### src/rtl/reg_bank_pkg.sv
// Shared definitions for the index/stack register bank: op encoding and
// the per-register update function used by both the lanes and the bypass path.
package reg_bank_pkg;

    typedef enum logic [1:0] {
        OP_HOLD = 2'b00,
        OP_LOAD = 2'b01,
        OP_INC  = 2'b10,
        OP_DEC  = 2'b11
    } op_e;

    // Widest register the shared update function can handle.
    localparam int unsigned MAX_WIDTH = 64;

    typedef logic [MAX_WIDTH-1:0] word_t;

    // Returns {wrap, new}; the caller keeps only the low `width` bits of new.
    function automatic logic [MAX_WIDTH:0] next_value(
        input op_e         op,
        input word_t       old,
        input word_t       wdata,
        input int unsigned width
    );
        word_t mask;
        word_t nv;
        logic  wrap;
        mask = (width >= MAX_WIDTH) ? {MAX_WIDTH{1'b1}}
                                    : ((word_t'(1) << width) - word_t'(1));
        nv   = old;
        wrap = 1'b0;
        case (op)
            OP_LOAD: begin
                nv   = wdata;
                wrap = 1'b0;
            end
            OP_INC: begin
                nv   = old + word_t'(1);
                wrap = ((old & mask) == mask);
            end
            OP_DEC: begin
                nv   = old - word_t'(1);
                wrap = ((old & mask) == '0);
            end
            default: begin
                nv   = old;
                wrap = 1'b0;
            end
        endcase
        return {wrap, nv & mask};
    endfunction

endpackage

### src/rtl/reg_lane.sv
// One register of the bank: stores its value and exposes the value it
// would take if the presented op were applied this cycle.
module reg_lane
    import reg_bank_pkg::*;
#(
    parameter int unsigned      WIDTH       = 8,
    parameter logic [WIDTH-1:0] RESET_VALUE = '0
) (
    input  logic             clk,
    input  logic             rst,
    input  logic             apply_i,
    input  op_e              op_i,
    input  logic [WIDTH-1:0] wdata_i,
    output logic [WIDTH-1:0] q_o,
    output logic [WIDTH-1:0] next_o,
    output logic             wrap_o
);

    logic [MAX_WIDTH:0] res;
    logic [WIDTH-1:0]   val_q;
    logic [WIDTH-1:0]   val_d;

    // Candidate result of the op on this lane's current value.
    always_comb begin
        res = next_value(op_i, word_t'(val_q), word_t'(wdata_i), WIDTH);
    end

    assign next_o = res[WIDTH-1:0];
    assign wrap_o = res[MAX_WIDTH];
    assign q_o    = val_q;

    // Bits above WIDTH are always zero after masking.
    if (WIDTH < MAX_WIDTH) begin : g_unused_hi
        logic unused_hi;
        assign unused_hi = ^res[MAX_WIDTH-1:WIDTH];
    end

    // Take the candidate only when this lane is the applied target.
    always_comb begin
        val_d = val_q;
        if (apply_i) begin
            val_d = next_o;
        end
    end

    // Register with synchronous reset.
    always_ff @(posedge clk) begin
        if (rst) begin
            val_q <= RESET_VALUE;
        end else begin
            val_q <= val_d;
        end
    end

endmodule

### src/rtl/reg_bank_ctr.sv
// Bank of CHANNELS index/stack registers with hold/load/inc/dec updates,
// two combinational read ports with optional write bypass, and
// zero/negative/wrap flags describing the last applied op.
module reg_bank_ctr
    import reg_bank_pkg::*;
#(
    parameter int unsigned      WIDTH       = 8,
    parameter int unsigned      CHANNELS    = 4,
    parameter logic [WIDTH-1:0] RESET_VALUE = '0,
    parameter bit               BYPASS      = 1'b1,
    localparam int unsigned     SELW        = $clog2(CHANNELS)
) (
    input  logic             clk,
    input  logic             rst,
    input  logic [1:0]       op,
    input  logic [SELW-1:0]  wsel,
    input  logic [WIDTH-1:0] wdata,
    input  logic [SELW-1:0]  rsel_a,
    input  logic [SELW-1:0]  rsel_b,
    output logic [WIDTH-1:0] rdata_a,
    output logic [WIDTH-1:0] rdata_b,
    output logic             zero,
    output logic             neg,
    output logic             wrap
);

    op_e                 op_v;
    logic [CHANNELS-1:0] lane_hit;
    logic [CHANNELS-1:0] lane_apply;
    logic [CHANNELS-1:0] lane_wrap;
    logic [WIDTH-1:0]    lane_q    [CHANNELS];
    logic [WIDTH-1:0]    lane_next [CHANNELS];
    logic                applied;
    logic [WIDTH-1:0]    sel_next;
    logic                sel_wrap;
    logic                zero_q, zero_d;
    logic                neg_q,  neg_d;
    logic                wrap_q, wrap_d;

    assign op_v = op_e'(op);

    // Decode wsel; an out-of-range select hits no lane and is dropped.
    always_comb begin
        lane_hit   = '0;
        lane_apply = '0;
        for (int i = 0; i < int'(CHANNELS); i++) begin
            lane_hit[i]   = (wsel == SELW'(i));
            lane_apply[i] = lane_hit[i] && (op_v != OP_HOLD) && !rst;
        end
    end

    assign applied = |lane_apply;

    for (genvar g = 0; g < int'(CHANNELS); g++) begin : g_lane
        reg_lane #(
            .WIDTH       (WIDTH),
            .RESET_VALUE (RESET_VALUE)
        ) u_lane (
            .clk     (clk),
            .rst     (rst),
            .apply_i (lane_apply[g]),
            .op_i    (op_v),
            .wdata_i (wdata),
            .q_o     (lane_q[g]),
            .next_o  (lane_next[g]),
            .wrap_o  (lane_wrap[g])
        );
    end

    // Result of the targeted lane, feeding flags and bypass.
    always_comb begin
        sel_next = '0;
        sel_wrap = 1'b0;
        for (int i = 0; i < int'(CHANNELS); i++) begin
            if (lane_hit[i]) begin
                sel_next = lane_next[i];
                sel_wrap = lane_wrap[i];
            end
        end
    end

    // Flags follow the last applied op and hold otherwise.
    always_comb begin
        zero_d = zero_q;
        neg_d  = neg_q;
        wrap_d = wrap_q;
        if (applied) begin
            zero_d = (sel_next == '0);
            neg_d  = sel_next[WIDTH-1];
            wrap_d = sel_wrap;
        end
    end

    // Flag registers with synchronous reset.
    always_ff @(posedge clk) begin
        if (rst) begin
            zero_q <= 1'b0;
            neg_q  <= 1'b0;
            wrap_q <= 1'b0;
        end else begin
            zero_q <= zero_d;
            neg_q  <= neg_d;
            wrap_q <= wrap_d;
        end
    end

    assign zero = zero_q;
    assign neg  = neg_q;
    assign wrap = wrap_q;

    // Read port A: stored value, zero when out of range, optional bypass.
    always_comb begin
        rdata_a = '0;
        for (int i = 0; i < int'(CHANNELS); i++) begin
            if (rsel_a == SELW'(i)) begin
                rdata_a = lane_q[i];
            end
        end
        if (BYPASS && applied && (rsel_a == wsel)) begin
            rdata_a = sel_next;
        end
    end

    // Read port B: same structure as port A, independent select.
    always_comb begin
        rdata_b = '0;
        for (int i = 0; i < int'(CHANNELS); i++) begin
            if (rsel_b == SELW'(i)) begin
                rdata_b = lane_q[i];
            end
        end
        if (BYPASS && applied && (rsel_b == wsel)) begin
            rdata_b = sel_next;
        end
    end

endmodule

### config.mk
export PLATFORM = sky130hd
export DESIGN_NAME = reg_bank_ctr
export DESIGN_NICKNAME = d
export VERILOG_FILES = /design/src/rtl/reg_bank_pkg.sv /design/src/rtl/reg_lane.sv /design/src/rtl/reg_bank_ctr.sv
export SDC_FILE = /design/constraint.sdc
export NUM_CORES = 1
export LEC_CHECK = 0
export CAP_MARGIN = 40
export CORE_MARGIN = 1
export CORE_UTILIZATION = 65
export DETAILED_ROUTE_END_ITERATION = 16
export HOLD_SLACK_MARGIN = 0.06
export PLACE_DENSITY = 0.88
export SYNTH_ARGS = -nofsm -noshare
export SYNTH_HDL_FRONTEND = slang
export SYNTH_SLANG_ARGS = --single-unit
### constraint.sdc
create_clock -name clk -period 8.45 [get_ports clk]
set_input_delay 1.69 -clock clk [delete_from_list [all_inputs] [get_ports clk]]
set_output_delay 1.69 -clock clk [all_outputs]
set_load 0.02 [all_outputs]
# [After elaboration in Yosys (flattened, before gate mapping)]
# Cells that the tools add are included.
[op_classes] n_addsub=8 n_mux=26 n_reduce_logical=21 eq_ne=18
[op_table] operator="zero test 64 bit" n=4
[op_table] operator="2-to-1 mux 8 bit" n=14
[op_table] operator="one-hot mux 8 bit (3 select lines)" n=4
[op_table] operator="adder 8 x 1 -> 8 bit (second input constant)" n=4
[op_table] operator="equality test 8 bit (second input constant)" n=4
[op_table] operator="subtractor 8 x 1 -> 8 bit (second input constant)" n=4
[op_table] operator="equality test 2 bit (second input constant)" n=8
[op_table] operator="logical AND 1 bit" n=10
[op_table] operator="equality test 2 x 1 -> 1 bit (second input constant)" n=4
[op_table] operator="zero test 8 bit" n=1
[op_table] operator="one-hot mux 1 bit (2 select lines)" n=4
[op_table] operator="zero test 2 bit" n=3
[op_table] operator="equality test 2 bit" n=2
[op_table] operator="2-to-1 mux 1 bit" n=4
[op_table] operator="OR reduction 4 bit" n=1
[op_table] operator="nonzero test 2 bit" n=1
[op_table] operator="zero test 1 bit" n=1
[totals] input_bits=18 wordCells=80 regBits=35 out_inout_bits=19

# [Longest topological paths before layout]
# Gate-level depths: netlist of the first run.
[logic_depth] word_depth=7 depth_mapped=13 depth_no_buf=11

# [Cells and area by module]
# A second synthesis of the first run with hierarchy kept.
[unflattened] hier_cells=629 hier_area_um2=5316.3
[by_module_without_submodules] module="reg_lane at g_lane[1].u_lane ..." n_inst=3 area_each_um2=1062.3 seq_area_each_um2=160.2 cells_per_inst=138
[by_module_without_submodules] module="reg_bank_ctr" n_inst=1 area_each_um2=1068.5 seq_area_each_um2=60.1 cells_per_inst=75
[by_module_without_submodules] module="reg_lane at g_lane[0].u_lane" n_inst=1 area_each_um2=1061.0 seq_area_each_um2=160.2 cells_per_inst=140

# [Worst setup path before layout of the first run]
# No wires, ideal clock.
[synth_timing] kind="input to output" startpoint="input op[1]" endpoint="output rdata_a[7]" stages=13 required_ns=6.760 slack_ns=2.706 t_arrival_ns=4.054 n_path_buf=2 path_cell_list="nand2_1 > inv_2 > buf_4 > ha_1 > clkbuf_1 > nand4_1 > a211o_1 > nor2_1 > nor4b_1 > o32ai_1 > a22o_1 > nor2_1 > mux2_2"
[synth_via] elab_chain_len=7 elab_cells_between_ends=23 classes_between="3 x eq/ne; 9 x mux; 11 x reduce/logical"
[synth_rtl] item="start, declared" line_no="reg_bank_ctr.sv:15" source="input logic [1:0] op,"
[synth_rtl] item="equality test 2 bit / equality test 2 x 1 -> 1 bit (equally long branches)" line_no="reg_bank_pkg.sv:31" source="case (op)"
[synth_rtl] item="one-hot mux 8 bit (3 select lines)" line_no="reg_bank_pkg.sv:31"
[synth_rtl] item="2-to-1 mux 8 bit (4 in a row)" line_no="reg_bank_ctr.sv:75" source="if (lane_hit[i]) begin"
[synth_rtl] item="2-to-1 mux 8 bit (*)" line_no="reg_bank_ctr.sv:119" source="if (BYPASS && applied && (rsel_a == wsel)) begin"
[synth_rtl] item="end, declared" line_no="reg_bank_ctr.sv:20" source="output logic [WIDTH-1:0] rdata_a,"
# Mark *: on every way between the ends. The rest lies on a longest branch, timed or not.

# [Worst setup path after layout of the first run]
[layout_timing] startpoint="input op[0]" endpoint="output rdata_b[7]"
[layout_via] elab_chain_len=7 elab_cells_between_ends=23 classes_between="3 x eq/ne; 9 x mux; 11 x reduce/logical"
[layout_rtl] item="equality test 2 bit / equality test 2 x 1 -> 1 bit (equally long branches)" line_no="reg_bank_pkg.sv:31"
[layout_rtl] item="one-hot mux 8 bit (3 select lines)" line_no="reg_bank_pkg.sv:31"
[layout_rtl] item="2-to-1 mux 8 bit (4 in a row)" line_no="reg_bank_ctr.sv:75"
[layout_rtl] item="2-to-1 mux 8 bit (*)" line_no="reg_bank_ctr.sv:132" source="if (BYPASS && applied && (rsel_b == wsel)) begin"
[layout_rtl] item="end, declared" line_no="reg_bank_ctr.sv:21" source="output logic [WIDTH-1:0] rdata_b,"
# Marked as above.

==> results of run 1 <==
==> worst max-delay path by stage <==
stage / endpoint / cells after the start
finish: rdata_b[7] / 13
global route: rdata_b[7] / 13
CTS: rdata_b[7] / 13
detailed placement: rdata_b[7] / 13
global placement: rdata_a[7] / 13
floorplan: rdata_a[7] / 13
==> state kept, by name, indices dropped and copies added (netlist names) <==
register	flops
wrap	1
zero	1
neg	1
g_lane.u_lane.q_o	32
==> area by class of cell <==
cell class	instances	area, um2	area share
multi-input cells	486	3550	0.711
flip-flops and latches	35	701	0.140
repair buffers	43	430	0.0862
well taps	96	120	0.0241
clock buffers	5	68.8	0.0138
clock inverters	3	67.6	0.0135
inverters	15	56.3	0.0113
==> kinds of logic (layout without fill, tap and decap cells) <==
kind of cell | count (synthesis) | in the layout | share of synthesized area
and+or+nand+nor | 203 | 203 | 0.232
xor gates and xnor gates | 18 | 18 | 0.0341
AOI/OAI and AO/OA | 194 | 194 | 0.285
muxes | 58 | 58 | 0.181
buffers and inverters | 79 | 66 | 0.0809
adders and majority gates | 13 | 13 | 0.0352
DFF | 35 | 35 | 0.152
==> power groups by stage <==
| stage | combinational, mW | clock [mW] | sequential [mW] |
|---|---|---|---|
| final | 0.229 | 0.195 | 0.199 |
| after global routing | 0.245 | 0.202 | 0.201 |
| after CTS | 0.223 | 0.192 | 0.198 |
| after detailed placement | 0.221 | 0 | 0.202 |
| after global placement | 0.214 | 0 | 0.201 |
| after floorplan | 0.171 | 0 | 0.186 |
==> stage by stage <==
| step | power [mW] | cell area [um2] | utilization | hold slack [ns] | worst slack, ns |
|---|---|---|---|---|---|
| final | 0.623 | 4990 | 0.731 | 0.484 | 1.24 |
| after global routing | 0.648 | 4990 | 0.731 | 0.524 | 1.01 |
| after CTS | 0.612 | 4990 | 0.731 | 0.488 | 1.35 |
| after detailed placement | 0.423 | 4860 | 0.711 | 0.475 | 1.37 |
| after global placement | 0.415 | 4810 | 0.705 | 0.475 | 1.47 |
| after floorplan | 0.357 | 4620 | - | 0.509 | 2.71 |
==> cells in the mapped netlist, drive strengths merged, types with 10 or more instances <==
cell	n
a21oi	43
nand4	12
nand3b	16
ha	13
mux2	19
mux4	18
nor2	54
a31oi	10
clkbuf	35
nand2	34
buf	29
inv	14
nand2b	15
dfxtp	35
o21ai	47
mux2i	21
nor3	17
nand3	13
==> metal layers <==
| metal | wire (um) | vias to the layer above |
|---|---|---|
| li1 | - | 2262 |
| met1 | 5610 | 2367 |
| met2 | 6760 | 418 |
| met3 | 2140 | 99 |
| met4 | 800 | 0 |
| met5 | 0 | - |
==> cells in the final DEF (no fill, tap or decap), types with 16 or more instances in the layout <==
master / instances
nor2_1: 54
a21oi_1: 43
o21ai_0: 43
dfxtp_1: 35
nand2_1: 34
clkdlybuf4s50_1: 34
mux2i_1: 21
mux2_2: 19
mux4_2: 16
nand3b_1: 16
==> tightest hold or removal path: stages (launching register included) <==
cell and delay (ns):
dfxtp_1 0.31, nand3b_1 0.07, o21ai_1 0.06
==> key figures, run 1 <==
Global routing
  – Initial antenna violation count: 0
  – Number of global-route vias before repair: 4717
  – Grt met1 use: 0.546
  – Global route total overflow: 0
  – First-pass GRT wire length: approximately 24000 um
  – Routing usage on met3: 0.123
  – Largest net degree at the start of global routing: 75
  – Busiest metal layer after global routing: met2
  – Gr usage total: 0.426
  – Global-route track usage on met2: 0.649

Layout
  – Final non-filler cell total: 683
  – # diodes: 0
  – Layout area overhead: 7.98%
  – Layout cell share with drive strength beyond 1: 0.116
  – Filler Cell Count: between 500 and 600
  – Final-stage net count: between 600 and 700

Floorplan
  – Die X: 86.3 um
  – Core box area: about 0.0068 mm2
  – Row cnt: 30
  – Starting Density: 0.677
  – Die height: 86.3 um
  – Die area: 0.00745 mm2
  – I/O pins: 37

Setup path
  – CP endpoint kind: output pin
  – CP Class: in2out
  – Setup slack, reg-to-reg: 5.07 ns
  – Arr. time, crit path: 5.52 ns
  – Max incr delay on CP: 0.54 ns
  – CP max-delay cell: ha_1
  – Crit path max-delay family: buffers and inverters
  – Most frequent CP cell: nor2_1
  – Worst Path Buf+Inv: 3
  – Worst R2R Start: g_lane[1].u_lane.q_o[1]
  – Worst Reg-to-Reg Cells: 10
  – Req. time, crit path: 6.76 ns
  – Crit path max fanout: 20
  – Reg2reg end: zero
  – Crit path launch: op[0]
  – CP Launch Type: primary input
  – Worst path cell trace: buf_2 > nand2_1 > inv_2 > ha_1 > nand4_1 > a211o_1 > nor2_1 > nor4b_1 > o32ai_1 > a22o_1 > nor2_1 > mux2_2 > clkdlybuf4s50_1

Pwr
  – Flop pwr share: 0.320
  – P_sw: 231 uW
  – Switch share: 0.371
  – Pint: 392 uW
  – PD cells: 125 mW/mm2
  – Comb pwr share: 0.368
  – Lkg Pwr: 1.82 nW
  – Clock power share: 0.312
  – Peak supply drop: 0.0727 mV

Clock network
  – Skew-Pair Late Insertion Delay: 0.31 ns
  – Root buf cell: clkbuf_8
  – Cts hold-fix bufs: 0
  – Clk buf depth: 2
  – CTS tree: built
  – CTS resizes: 0
  – Clk slew on worst S/H paths: 0.08 ns
  – Total CTS buffers: 5
  – H-Tree Level Count: 2
  – Post CTS Setup Buffer Count: 0
  – CTS Sinks: 35

STA
  – Fmax: roughly 140 MHz
  – Hold Violations, Final: 0
  – Tcrit/Tclk final: 0.853
  – Final slew viol count: 0
  – Worst Clk Skew: 0.0146 ns
  – RSZ-0062 raised after global routing: no
  – Worst-Margin Slew: 0.929 ns
  – Fin crit period: 7.21 ns
  – Slew HR: 0.377
  – Setup-failing EPs final: 0
  – Final TNS setup: 0 ns

Run status
  – Status: complete, no violations

Placement
  – Inst Count DP: 675
  – HPWL Detailed: about 10000 um
  – GPL Wtd Cong: 1.01
  – IO buf count: 36

Min path
  – Hold Startpoint: zero
  – Worst hold path class: reg2reg
  – Hold Path End: zero
  – Hold path cells: 2

Yosys
  – Post-synthesis register bit count: 35
  – Average cell area after synthesis: 7.71 um2
  – Yosys cell types: just over 80
  – Post-synth top area cell: dfxtp_1
  – Mapped Area: 0.00462 mm2
  – Sequential cell area fraction in the yosys report: 0.152
  – Synthesis warning total: 0
  – EDFF count, synth: 0
  – Syn Nets: 631
  – Post-Synthesis Cells: 600
  – Cells taking the most area after synthesis: dfxtp_1 (15%), mux4_2 (7.8%), a21oi_1 (4.7%)
  – Synth top area share: 0.152
  – Fraction of registers with async set/reset: 0
  – Post-synth top flop: dfxtp_1

Routing
  – Via Count: 5146
  – Via/cell ratio: 7.53
  – Drt total wl: 15300 um
  – Antenna-violating nets left: 0
  – DR pass1 iterations: 7
  – Wire per inst: 22.4 um
  – Iter 0 DRT Violations: ~750
  – DRC: 0

Job
  – Max-Cap Viols: 0
Note: power is estimated with default switching activity, not from simulation.
==> run 2: changes to the inputs <==
--- a/config.mk
+++ b/config.mk
@@ -7,10 +7,12 @@
 export LEC_CHECK = 0
 export CAP_MARGIN = 40
 export CORE_MARGIN = 1
-export CORE_UTILIZATION = 65
+export CORE_UTILIZATION = 60
 export DETAILED_ROUTE_END_ITERATION = 16
+export GPL_ROUTABILITY_DRIVEN = 0
 export HOLD_SLACK_MARGIN = 0.06
-export PLACE_DENSITY = 0.88
+export PLACE_DENSITY = 0.82
+export SLEW_MARGIN = 20
 export SYNTH_ARGS = -nofsm -noshare
 export SYNTH_HDL_FRONTEND = slang
 export SYNTH_SLANG_ARGS = --single-unit
==> constraint.sdc (replaced) <==
create_clock -name clk -period 6.9 [get_ports clk]
set_input_delay 1.38 -clock clk [delete_from_list [all_inputs] [get_ports clk]]
set_output_delay 1.38 -clock clk [all_outputs]
set_load 0.02 [all_outputs]
==> key figures, run 2 (synthesized netlist as in run 1, its figures left out) <==
Run status
  – Status: complete, no violations

Layout
  – Most frequent cells in the layout: nor2_1 (54), a21oi_1 (43), o21ai_0 (43)
  – Max FFs per register: 32
  – # diodes: 0
  – Layout cell share with drive strength beyond 1: 0.125
  – Commonest non-fill, non-tap cell in the layout: nor2_1
  – Final non-filler cell total: 692
  – Filler Cell Count: 605
  – Layout area overhead: 8.20%
  – Final-stage net count: around 620

STA
  – Fmax: 165 MHz
  – Final worst slack: ~0.86 ns
  – Slew HR: 0.508
  – Setup-failing EPs final: 0
  – Worst-Margin Slew: 0.735 ns
  – Worst Clk Skew: 0.0119 ns
  – Final slew viol count: 0
  – Fin crit period: 6.04 ns
  – Hold Violations, Final: 0
  – Tcrit/Tclk final: 0.876
  – RSZ-0062 raised after global routing: no
  – Final TNS setup: 0 ns

Setup path
  – Worst R2R Start: g_lane[1].u_lane.q_o[1]
  – CP endpoint kind: output pin
  – CP Class: in2out
  – Crit path max fanout: 15
  – Setup slack, reg-to-reg: 3.60 ns
  – CP Launch Type: primary input
  – Worst Reg-to-Reg Cells: 10
  – Reg2reg end: zero
  – Arr. time, crit path: 4.66 ns
  – Req. time, crit path: 5.52 ns

Pwr
  – Switch share: 0.382
  – PD cells: 147 mW/mm2
  – Clock power share: 0.280
  – Peak supply drop: 0.0925 mV
  – P_sw: 281 uW
  – Comb pwr share: 0.387
  – Tot Pwr: between 700 and 800 uW
  – Flop pwr share: 0.333
  – Lkg Pwr: 1.84 nW
  – Pint: about 450 uW

Placement
  – Pre-CTS setup slack: 0.946 ns
  – Inst Count DP: 683
  – HPWL Detailed: ~11000 um
  – IO buf count: 36

Clock network
  – Cts hold-fix bufs: 0
  – CTS Sinks: 35
  – CTS resizes: 0
  – Clk buf depth: 2
  – H-Tree Level Count: 2
  – Total CTS buffers: 5
  – Clk slew on worst S/H paths: about 0.08 ns
  – CTS tree: built
  – Root buf cell: clkbuf_8
  – Skew-Pair Late Insertion Delay: roughly 0.31 ns
  – Post CTS Setup Buffer Count: 0

Routing
  – Via Count: 5143
  – DR pass1 iterations: 10
  – Iter 0 DRT Violations: approximately 830
  – Wire per inst: around 22 um
  – DRC: 0
  – Drt total wl: 15500 um
  – Antenna-violating nets left: 0
  – Via/cell ratio: 7.43

Global routing
  – Largest net degree at the start of global routing: between 70 and 80
  – First-pass GRT wire length: 24900 um
  – Initial antenna violation count: 0
  – Global route total overflow: 0
  – Gr usage total: 0.386
  – Number of global-route vias before repair: 4743

Min path
  – Hold Startpoint: zero
  – Worst hold path class: reg2reg
  – Hold path cells: 2
  – Hold Path End: zero

Job
  – Max-Cap Viols: 0

Floorplan
  – Die height: 89.8 um
  – Row cnt: 31
  – Core box area: 0.00737 mm2
  – I/O pins: 37
  – Die area: between 0.008 and 0.009 mm2
  – Starting Density: 0.627
  – Die X: 89.8 um
-- run 2: worst max path at each step --
| stage | from | cells after the start | endpoint | slack (ns) |
|---|---|---|---|---|
| floorplan | op[1] | 13 | rdata_a[7] | 1.78 |
| detailed placement | op[1] | 14 | rdata_b[7] | 0.95 |
| global placement | op[1] | 7 | rdata_b[3] | 1.07 |
| finish | wsel[0] | 7 | rdata_b[5] | 0.86 |
| global route | op[0] | 14 | rdata_b[7] | 0.70 |
| CTS | op[1] | 14 | rdata_b[7] | 0.95 |
-- run 2: per-layer routing --
metal	global-route usage	wire length, um	vias up
li1	-	-	2276
met1	0.487	5690	2357
met2	0.596	6910	407
met3	0.125	2080	103
met4	0.183	824	0
met5	0	0	-
-- run 2: worst max-delay path, stage by stage --
cell and delay (ns):
clkdlybuf4s50_1 0.92, clkinv_1 0.64, nand2_1 0.40, a211o_1 0.18, o311ai_0 0.24, mux2_2 0.34, clkdlybuf4s50_1 0.55
-- run 2: power groups by stage --
| stage | logic, mW | registers, mW | clock network [mW] |
|---|---|---|---|
| after global placement | 0.264 | 0.246 | 0 |
| after global routing | 0.302 | 0.246 | 0.214 |
| final | 0.284 | 0.244 | 0.206 |
| after CTS | 0.274 | 0.242 | 0.207 |
| after floorplan | 0.210 | 0.228 | 0 |
| after detailed placement | 0.273 | 0.247 | 0 |
-- run 2: stage by stage --
stage	cell area [um2]	util	hold WS (ns)
after global routing	5000	0.679	0.516
final	5000	0.679	0.493
after floorplan	4620	-	0.509
after CTS	4990	0.677	0.485
after detailed placement	4870	0.661	0.472
after global placement	4850	0.659	0.486
-- run 2: cell type report --
class | count | area (um2) | share of cell area
clock inverter | 2 | 35.0 | 0.00700
multi-input combinational | 486 | 3550 | 0.709
clock buffer | 6 | 82.6 | 0.0165
tap | 99 | 124 | 0.0248
sequential | 35 | 701 | 0.140
inverter | 15 | 56.3 | 0.0113
timing repair buffer | 49 | 455 | 0.0910
